File: config.mk
export PLATFORM = sky130hd
export DESIGN_NAME = comparador_serial
export DESIGN_NICKNAME = d
export VERILOG_FILES = /design/src/rtl/comparador_serial_pkg.sv /design/src/rtl/comparador_serial_celda.sv /design/src/rtl/comparador_serial.sv
export SDC_FILE = /design/constraint.sdc
export NUM_CORES = 1
export LEC_CHECK = 0
export ABC_CLOCK_PERIOD_IN_PS = 2950
export CAP_MARGIN = 25
export CORE_ASPECT_RATIO = 0.75
export CORE_MARGIN = 2
export CORE_UTILIZATION = 45
export CTS_CLUSTER_DIAMETER = 50
export DETAILED_ROUTE_END_ITERATION = 8
export GPL_ROUTABILITY_DRIVEN = 1
export HOLD_SLACK_MARGIN = 0.12
export PLACE_DENSITY = 0.71
export SLEW_MARGIN = 10
export SYNTH_ARGS = -nofsm -noshare
export SYNTH_HDL_FRONTEND = slang
export SYNTH_SLANG_ARGS = --single-unit
File: constraint.sdc
create_clock -name clk -period 2.95 [get_ports clk]
set_input_delay 0.295 -clock clk [delete_from_list [all_inputs] [get_ports clk]]
set_output_delay 0.295 -clock clk [all_outputs]
set_load 0.05 [all_outputs]
File: src/rtl/comparador_serial_pkg.sv
`default_nettype none
// ============================================================================
// Module   : comparador_serial_pkg
// Purpose  : PQ codes, FSM states and the 1-bit comparison cell rule shared by
//            the serial magnitude comparator and its slice network.
// Revision : 1.0 - initial release
// ============================================================================
package comparador_serial_pkg;

    // PQ state carried between bits: P = A>B, Q = A<B; 2'b11 never occurs.
    localparam logic [1:0] PQ_EQ = 2'b00;
    localparam logic [1:0] PQ_GT = 2'b10;
    localparam logic [1:0] PQ_LT = 2'b01;

    typedef enum logic [1:0] {
        ST_IDLE    = 2'd0,
        ST_COMPARE = 2'd1,
        ST_DONE    = 2'd2
    } state_t;

    // A sign bit weighs negatively, so the roles of A and B swap on that bit.
    function automatic logic [1:0] pq_cell(
        input logic [1:0] pq_in,
        input logic       a_bit,
        input logic       b_bit,
        input logic       sign_bit
    );
        logic [1:0] pq;
        pq = pq_in;
        if ((pq_in == PQ_EQ) && (a_bit != b_bit)) begin
            pq = (a_bit ^ sign_bit) ? PQ_GT : PQ_LT;
        end
        return pq;
    endfunction

endpackage
`default_nettype wire

File: src/rtl/comparador_serial_celda.sv
`default_nettype none
// ============================================================================
// Module   : celda_comparacion
// Purpose  : Combinational K-bit slice of the MSB-first comparator; a chain of
//            1-bit cells that refines the incoming PQ state.
// Revision : 1.0 - initial release
// ============================================================================
module celda_comparacion
    import comparador_serial_pkg::*;
#(
    parameter int K = 1
) (
    input  logic [K-1:0] i_a_slice,
    input  logic [K-1:0] i_b_slice,
    input  logic [1:0]   i_pq_in,
    input  logic         i_msb_signed,
    output logic [1:0]   o_pq_out
);

    // w_pq[K] enters at the slice MSB, w_pq[0] leaves after the slice LSB.
    logic [K:0][1:0] w_pq;

    assign w_pq[K] = i_pq_in;

    generate
        for (genvar i = 0; i < K; i++) begin : g_chain
            assign w_pq[i] = pq_cell(w_pq[i+1], i_a_slice[i], i_b_slice[i],
                                     (i == K - 1) ? i_msb_signed : 1'b0);
        end
    endgenerate

    assign o_pq_out = w_pq[0];

endmodule
`default_nettype wire

File: src/rtl/comparador_serial.sv
`default_nettype none
// ============================================================================
// Module   : comparador_serial
// Purpose  : Sequential MSB-first magnitude comparator, K bits per clock, with
//            signed mode, early termination, start/done handshake and abort.
// Revision : 1.0 - initial release
// ============================================================================
module comparador_serial
    import comparador_serial_pkg::*;
#(
    parameter int N = 8,
    parameter int K = 1
) (
    input  logic         clk,
    input  logic         rst_n,
    input  logic         i_start,
    input  logic         i_abort,
    input  logic         i_signed_mode,
    input  logic [N-1:0] i_a,
    input  logic [N-1:0] i_b,
    output logic         o_busy,
    output logic         o_done,
    output logic         o_gt,
    output logic         o_lt,
    output logic         o_eq
);

    localparam int K_SAFE = (K < 1) ? 1 : K;
    localparam int NS     = N / K_SAFE;
    localparam int IW     = (NS > 1) ? $clog2(NS) : 1;
    localparam logic [IW-1:0] LAST_IDX = IW'(NS - 1);

    generate
        if ((N < 2) || (K < 1) || (K > N) || ((N % K_SAFE) != 0)) begin : g_param_check
            $error("comparador_serial: illegal N/K combination");
        end
    endgenerate

    state_t        r_state;
    state_t        w_state_next;
    logic [N-1:0]  r_a;
    logic [N-1:0]  r_b;
    logic          r_signed;
    logic [IW-1:0] r_idx;
    logic [1:0]    r_pq;
    logic          r_gt;
    logic          r_lt;
    logic          r_eq;

    logic [K-1:0]  w_a_slices [NS];
    logic [K-1:0]  w_b_slices [NS];
    logic [K-1:0]  w_a_slice;
    logic [K-1:0]  w_b_slice;
    logic [1:0]    w_pq_out;
    logic          w_msb_signed;
    logic          w_last;
    logic          w_accept;
    logic          w_finish;

    // Slice s covers bits N-1-s*K down to N-K-s*K, MSB slice first.
    generate
        for (genvar s = 0; s < NS; s++) begin : g_slices
            assign w_a_slices[s] = r_a[N-1-s*K -: K];
            assign w_b_slices[s] = r_b[N-1-s*K -: K];
        end
    endgenerate

    assign w_a_slice    = w_a_slices[r_idx];
    assign w_b_slice    = w_b_slices[r_idx];
    assign w_msb_signed = r_signed & (r_idx == '0);
    assign w_last       = (r_idx == LAST_IDX);

    celda_comparacion #(
        .K (K)
    ) u_celda (
        .i_a_slice    (w_a_slice),
        .i_b_slice    (w_b_slice),
        .i_pq_in      (r_pq),
        .i_msb_signed (w_msb_signed),
        .o_pq_out     (w_pq_out)
    );

    // Abort takes priority over both accepting and finishing.
    assign w_accept = (r_state == ST_IDLE) & i_start & ~i_abort;
    assign w_finish = (r_state == ST_COMPARE) & ~i_abort &
                      ((w_pq_out != PQ_EQ) | w_last);

    always_ff @(posedge clk or negedge rst_n) begin
        if (!rst_n) begin
            r_state <= ST_IDLE;
        end else begin
            r_state <= w_state_next;
        end
    end

    always_comb begin
        w_state_next = r_state;
        case (r_state)
            ST_IDLE: begin
                if (w_accept) begin
                    w_state_next = ST_COMPARE;
                end
            end
            ST_COMPARE: begin
                if (i_abort) begin
                    w_state_next = ST_IDLE;
                end else if (w_finish) begin
                    w_state_next = ST_DONE;
                end
            end
            ST_DONE: begin
                w_state_next = ST_IDLE;
            end
            default: begin
                w_state_next = ST_IDLE;
            end
        endcase
    end

    always_ff @(posedge clk or negedge rst_n) begin
        if (!rst_n) begin
            r_a      <= '0;
            r_b      <= '0;
            r_signed <= 1'b0;
            r_idx    <= '0;
            r_pq     <= PQ_EQ;
            r_gt     <= 1'b0;
            r_lt     <= 1'b0;
            r_eq     <= 1'b0;
        end else if (w_accept) begin
            r_a      <= i_a;
            r_b      <= i_b;
            r_signed <= i_signed_mode;
            r_idx    <= '0;
            r_pq     <= PQ_EQ;
            r_gt     <= 1'b0;
            r_lt     <= 1'b0;
            r_eq     <= 1'b0;
        end else if ((r_state != ST_IDLE) && i_abort) begin
            r_gt <= 1'b0;
            r_lt <= 1'b0;
            r_eq <= 1'b0;
        end else if (r_state == ST_COMPARE) begin
            r_pq <= w_pq_out;
            if (w_finish) begin
                r_gt <= (w_pq_out == PQ_GT);
                r_lt <= (w_pq_out == PQ_LT);
                r_eq <= (w_pq_out == PQ_EQ);
            end else begin
                r_idx <= r_idx + IW'(1);
            end
        end
    end

    assign o_busy = (r_state == ST_COMPARE);
    assign o_done = (r_state == ST_DONE) & ~i_abort;
    assign o_gt   = r_gt;
    assign o_lt   = r_lt;
    assign o_eq   = r_eq;

endmodule
`default_nettype wire

==> results of run 1 <==
==> Yosys cell counts <==
cell | instances | share of area
sky130_fd_sc_hd__nor2b_1 | 3 | 0.014
sky130_fd_sc_hd__nand3b_1 | 1 | 0.0055
sky130_fd_sc_hd__nor2_1 | 6 | 0.017
sky130_fd_sc_hd__ha_1 | 3 | 0.028
sky130_fd_sc_hd__and3_2 | 1 | 0.0055
sky130_fd_sc_hd__or4_1 | 1 | 0.0055
sky130_fd_sc_hd__mux2i_1 | 2 | 0.015
sky130_fd_sc_hd__mux2_2 | 21 | 0.17
sky130_fd_sc_hd__or2_2 | 1 | 0.0046
sky130_fd_sc_hd__nor3_1 | 4 | 0.015
sky130_fd_sc_hd__nand3_1 | 1 | 0.0037
sky130_fd_sc_hd__mux4_1 | 6 | 0.12
sky130_fd_sc_hd__o211ai_1 | 2 | 0.011
sky130_fd_sc_hd__dfrtp_1 | 27 | 0.50
sky130_fd_sc_hd__nand2_1 | 4 | 0.011
sky130_fd_sc_hd__inv_1 | 6 | 0.017
sky130_fd_sc_hd__a31oi_1 | 2 | 0.0092
sky130_fd_sc_hd__nand2b_1 | 2 | 0.0092
sky130_fd_sc_hd__a21oi_1 | 5 | 0.018
sky130_fd_sc_hd__clkbuf_1 | 2 | 0.0055
sky130_fd_sc_hd__buf_6 | 1 | 0.0083
sky130_fd_sc_hd__xnor2_1 | 2 | 0.013
==> worst max-delay path by stage <==
| stage | end | from | slack, ns |
|---|---|---|---|
| 6_report | r_idx[0] | r_idx[1] | 0.62 |
| 5_1_grt | r_idx[0] | r_idx[1] | 0.53 |
| 4_1_cts | r_idx[0] | r_idx[1] | 0.61 |
| 3_5_place_dp | r_idx[0] | r_idx[1] | 0.62 |
| 3_3_place_gp | r_idx[0] | r_idx[1] | 0.71 |
| 2_1_floorplan | r_pq[0] | r_idx[0] | 0.86 |
==> through the flow <==
stage               cell area (sq um)  std cells  utilization  setup slack, ns
floorplan                        1360        103            -            0.859
global placement                 1660        165        0.570            0.706
detailed placement               1660        165        0.570            0.622
CTS                              1710        169        0.585            0.610
global route                     1710        169        0.585            0.527
finish                           1710        169        0.585            0.615
==> power groups by stage <==
stage / logic [uW] / registers (uW) / clock network, uW
finish: 673 / 647 / 203
global route: 729 / 666 / 227
CTS: 683 / 645 / 208
detailed placement: 680 / 652 / 0
global placement: 645 / 648 / 0
floorplan: 525 / 630 / 0
==> area by class of cell <==
class | instances | area share
clock buffer | 4 | 0.0264
inverter | 6 | 0.0132
multi-input combinational | 67 | 0.381
sequential | 27 | 0.396
tap | 38 | 0.0279
timing repair buffer | 27 | 0.156
==> worst max-delay path, cell delays in order (launching register included) <==
cell	delay [ns]
sky130_fd_sc_hd__dfrtp_1	0.54
sky130_fd_sc_hd__mux4_1	0.60
sky130_fd_sc_hd__mux2i_1	0.19
sky130_fd_sc_hd__xnor2_1	0.22
sky130_fd_sc_hd__and3_2	0.32
sky130_fd_sc_hd__mux2_2	0.36
==> state kept, by name, summed over array words and instances (netlist names) <==
register and count:
r_a 8, r_b 8, r_idx 3, r_pq 2, r_state 2, o_eq 1, o_gt 1, o_lt 1
r_signed 1
==> kinds of logic after synthesis <==
kind of cell / synth area share
AOI/OAI and AO/OA: 0.0386
xor gates and xnor gates: 0.0129
adders and majority gates: 0.0276
buffers and inverters: 0.0303
DFF: 0.496
muxes: 0.304
and+or+nand+nor: 0.0901
==> routing by layer <==
layer / track usage / routed length (um) / vias up
met2: 0.271 / 1200 / 25
met4: 0.0408 / 16 / 0
li1: - / - / 430
met3: 0.0303 / 121 / 2
met1: 0.197 / 1090 / 462
met5: 0 / 0 / -
==> results summary, run 1 <==
The pin count of the biggest net entering global routing is 28. The total setup buffers inserted after CTS is 0. Of the total power, the clock network draws 0.133. The wire length of the first global-routing pass came out at 4070 um. The internal power is 1000 uW.

The fraction of power spent switching nets is 0.342. At the end of routability-driven placement, the weighted congestion stood at 0.906. The floorplan core area came out at 2910 sq um. The number of rows in the core area is 17.

The worst-case vdd ir drop came out at 0.438 mV. The total of hold buffers inserted after clock tree synthesis is 0. The synthesized cell area is 1360 sq um.

Global routing finished with a remaining overflow of 0. Hold timing on the final database bottoms out at a slack of 0.401 ns. The reported net switching power is 521 uW. The sequential group share of total power came out at 0.425. The maximum clock skew at final layout came out at 0.00313 ns. The hold violation count in the final report came to 0. The aggregate global-route resource usage came out at 0.155.

The path class of the tightest hold or removal check is primary input to async pin. In this run, post-CTS repair resized a total of 0 instances. The via count is 919. The number of violations of the max-capacitance limit is 0. The die boundary width is 67.5 um.

The type of element capturing the critical path is a flip-flop. The sequential cells in the finished layout cover a total of 676 sq um. After detailed routing, the number of vias per cell comes to 5.44.

The number of synthesis warnings came out at 0. Summed over all nets, the half-perimeter wirelength after detailed placement is 1810 um. The number of placed I/O pins came out at 26. In the final layout, the share of cells above drive strength 1 is 0.221. The TritonCTS clock tree is yes. The tree is rooted in a sky130_fd_sc_hd__clkbuf_8. In the layout the commonest cells are sky130_fd_sc_hd__dfrtp_1, sky130_fd_sc_hd__clkdlybuf4s50_1, sky130_fd_sc_hd__mux2_2.

After detailed routing, the total wire length is 2430 um. The maximum clock path buffer count came out at 2. The number of global-route vias before repair is 929. In this run the worst path has a maximum fanout of 8. The maximum frequency from static timing analysis is 428 MHz. The worst register-to-register path has a depth of 5. The TritonCTS sink count is 27. The number of max-slew violations in the final report came out at 0.

The count of buffers from port buffering is 25. The setup violation total in the final timing report came out at 0. The average wire per standard cell came out at 14.4 um. The sequential area share after synthesis came out at 0.496. The height of the chip came out at 51.6 um. Setup repair after global routing left no endpoint under its margin. The count of nets left with antenna violations once routing finished came out at 0. The final critical-path required period came out at 2.33 ns. The synthesized area per cell is 13.2 sq um. The clock latency on the worst-skew pair is 0.26 ns. In this run the register-to-register setup slack is 0.62 ns. The critical path launch point type is a flip-flop. The total power per unit cell area came out at 893 nW/um^2. The number of filler instances in the final layout came out at 225. After synthesis the netlist holds a flip-flop and latch count of 27.

The instance count of the mapped netlist came out at 103. The leakage power total came out at 0.000725 uW. The run finished with clean final reports. The starting density of the core is 0.467. The first TritonRoute pass finished after 4 iterations. The total number of nets in the final design is 156. In this run the tightest slew margin relative to its limit is 0.671. The number of antenna repair diodes came out at 0.

The final clock period utilization by the worst path came out at 0.791. The clock slew at the register clock pins of the worst setup and hold paths came out at 0.09 ns. Counting distinct cell types in the post-synthesis netlist gives 22.

The critical path start-end classification is flip-flop to flip-flop. Data on the critical path arrives at its endpoint at 2.49 ns. The data required time of the worst path came out at 3.10 ns. Counting every net in the synthesized netlist gives 127. The initial antenna violation count is 0. The CTS buffer count came out at 3. The total power draw came out at 1520 uW. The final sum of negative setup slack came out at 0 ns. The layout overhead on the synthesized area is 25.3%.

The relative contribution of combinational cells to total power is 0.442. The total die area is 3490 sq um. The DRC violation count after routing is 0. The worst register-to-register path ends at r_idx[0]. The starting DRC count in detailed routing came out at 28.

The commonest non-fill, non-tap cell in the layout is sky130_fd_sc_hd__dfrtp_1. The H-tree depth is 1. Summing all multi-input logic gate instances after layout gives 649 sq um.

For the pin with the worst max-slew slack, the measured transition is 0.492 ns. The startpoint identified for the worst register-to-register timing path is r_idx[1].
No activity file was read; power rests on OpenSTA's default activity.
==> inputs of run 2 (changes only) <==
ABC_CLOCK_PERIOD_IN_PS = 2300   (was 2950)
clock period = 2.3 ns   (was 2.95 ns; I/O delays follow)
==> run 2 against run 1 <==
- register-to-register slack worse by 0.51 ns
- non-clock buffer count is 3 higher
- total power is 33% higher
- sequential power is 29% higher
- maximum frequency is 6.6% higher
- wire length is 6.5% higher
- combinational power is 35% higher
- largest cell class unchanged
==> results summary, run 2 (same netlist as run 1, synthesis figures left out) <==
The DRC violation count after routing came out at 0. The H-tree depth came out at 1. For this configuration, the core starts out at a cell density of 0.467. The height of the chip is 51.6 um. The largest registers in the layout are r_a (8), r_b (8), r_idx (3). The clock passes through at most 2 buffers. The area of combinational cells with multiple inputs came out at 649 sq um. The pin count of the biggest net entering global routing is 28. Across every metal layer, demand over resource in global routing totals 0.169. The worst setup path is of the flip-flop to flip-flop kind. The number of violations of the max-capacitance limit is 0.

Setup repair after global routing left no endpoint under its margin. The final clock period utilization by the worst path came out at 0.953. TritonCTS built the clock tree.

The initial antenna violation count is 0. The total power per unit cell area is 1170 nW/um^2. The final critical-path required period came out at 2.19 ns. The average wire per standard cell is 15.1 um.

The maximum frequency from static timing analysis is 456 MHz. The worst-case vdd ir drop came out at 0.517 mV. The hold violation count in the final report is 0. The count of buffers from port buffering came out at 25.

Clock skew on the completed layout was measured at 0.00275 ns. The total die area is 3490 sq um. The cell sitting at the root of the clock tree is a sky130_fd_sc_hd__clkbuf_8. Leaving out fill and tap cells, the most frequent cells in the layout are sky130_fd_sc_hd__dfrtp_1, sky130_fd_sc_hd__clkdlybuf4s50_1, sky130_fd_sc_hd__mux2_2. STA classifies the critical path startpoint as a flip-flop.

The sequential cell area came out at 678 sq um. The total global routing overflow is 0. Row generation in the floorplan step produced 17 rows. The arrival time at the worst endpoint is 2.36 ns. The total number of nets in the final design came out at 159. The tree built by TritonCTS fans out to 27 sinks.

The clock latency on the worst-skew pair is 0.28 ns. The number of placed I/O pins came out at 26. The data required time of the worst path came out at 2.47 ns.

After filler insertion, the fill cell instance count of the layout stands at 235. The number of max-slew violations in the final report was 0. The slew at the pin with the worst max-slew slack came out at 0.497 ns.

The leakage power total came out at 0.000738 uW. The number of global-route vias before repair is 961. The number of hold buffers added after CTS was 0.

The maximum fanout along the worst path came out at 7. The via count came out at 931. The starting DRC count in detailed routing came out at 25.

Setup violations remaining at the end of the flow were counted as 0. The floorplan core area is 2910 sq um. In the final layout, the share of cells above drive strength 1 is 0.276. The total wirelength of the detailed-routed design is 2590 um. The first detailed-routing pass took 5 iterations.

The normalized max-slew margin came out at 0.668. The tightest min-delay check is of the primary input to async pin type. The type of element capturing the critical path is a flip-flop.

The clock slew at the register clock pins of the worst setup and hold paths is 0.09 ns. The first global-routing pass estimated 4290 um of wire. In the final timing run, aggregate negative setup slack is 0 ns.

The detailed-placement wirelength estimate is 1890 um. After detailed routing, the number of vias per cell comes to 5.41. The flow ran to the end, and the final reports show no timing, DRC or antenna violations. The count of nets left with antenna violations once routing finished came out at 0. The repair_antennas step left the layout with diodes totalling 0. The placer's final routability congestion estimate came out at 0.785.

The library cell used most frequently in the layout, excluding fill and tap cells, is sky130_fd_sc_hd__dfrtp_1. The die is 67.5 um wide. The CTS buffer count is 3.

Compared with the post-synthesis result, the final layout area differs by 27.0%. The final core utilization is 0.593.
## run 2: cell types whose count changed in the layout (fill, tap and decap cells not counted), sizes merged
cell and change:
buf +4, clkbuf -1, clkdlybuf4s50 -1, clkinv +1
## run 2: layout make-up
cell class | count | area share
tap | 38 | 0.0275
clock inverter | 1 | 0.00289
multi-input combinational | 67 | 0.376
inverter | 6 | 0.0130
timing repair buffer | 30 | 0.165
clock buffer | 3 | 0.0239
sequential | 27 | 0.392
## run 2: stage by stage
step	hold WS (ns)	instances	setup WS (ns)	cell area (sq um)	power, uW
2_1_floorplan	-0.0656	103	0.209	1360	1480
3_3_place_gp	0.487	166	0.104	1670	1670
3_5_place_dp	0.497	166	0.0103	1670	1720
4_1_cts	0.325	170	0.0716	1710	2000
5_1_grt	0.343	172	0.000799	1730	2160
6_report	0.314	172	0.109	1730	2020
## run 2: path summary, 6_finish.rpt
check / slack [ns] / start / to / cells past startpoint
setup / recovery: 0.11 / r_idx[1] / r_idx[2] / 5
hold / removal: 0.31 / rst_n / o_lt / 2
setup reg to reg: 0.11 / r_idx[1] / r_idx[2] / 5
hold reg to reg: 0.52 / r_b[2] / r_b[2] / 1
max in group asynchronous: 1.71 / rst_n / r_idx[1] / 2
min in group clk: 0.52 / r_b[2] / r_b[2] / 1
## run 2: report_power, final
part           switching, uW  internal, uW  total [uW]
registers                157           679         836
logic                    397           513         911
clock network            152           122         274
## run 2: what timing repair did
item | in CTS | in global routing
buffers inserted | 0 | 2
resized for setup | 1 | 3
endpoints found under the setup margin | 1 | 4
hold endpoints to repair | 0 | 0
## run 2: worst max-delay path, cell delays in order, from the launching register on
cell	delay (ns)
sky130_fd_sc_hd__dfrtp_2	0.46
sky130_fd_sc_hd__mux4_1	0.57
sky130_fd_sc_hd__mux2i_1	0.18
sky130_fd_sc_hd__xnor2_1	0.24
sky130_fd_sc_hd__and3_4	0.29
sky130_fd_sc_hd__mux2_2	0.34
## run 2: metal layers
metal | up-vias | share of wire | wire [um] | global-route usage
met2 | 22 | 0.49 | 1260 | 0.283
li1 | 436 | - | - | -
met3 | 2 | 0.049 | 128 | 0.0541
met1 | 471 | 0.46 | 1190 | 0.210
met5 | - | 0 | 0 | 0
met4 | 0 | 0.0062 | 16 | 0.0476
==> inputs of run 3 (changes only) <==
SLEW_MARGIN = default   (was 10)
==> results of run 3 <==
Final layout, timing and power as in run 2 (identical DEF).
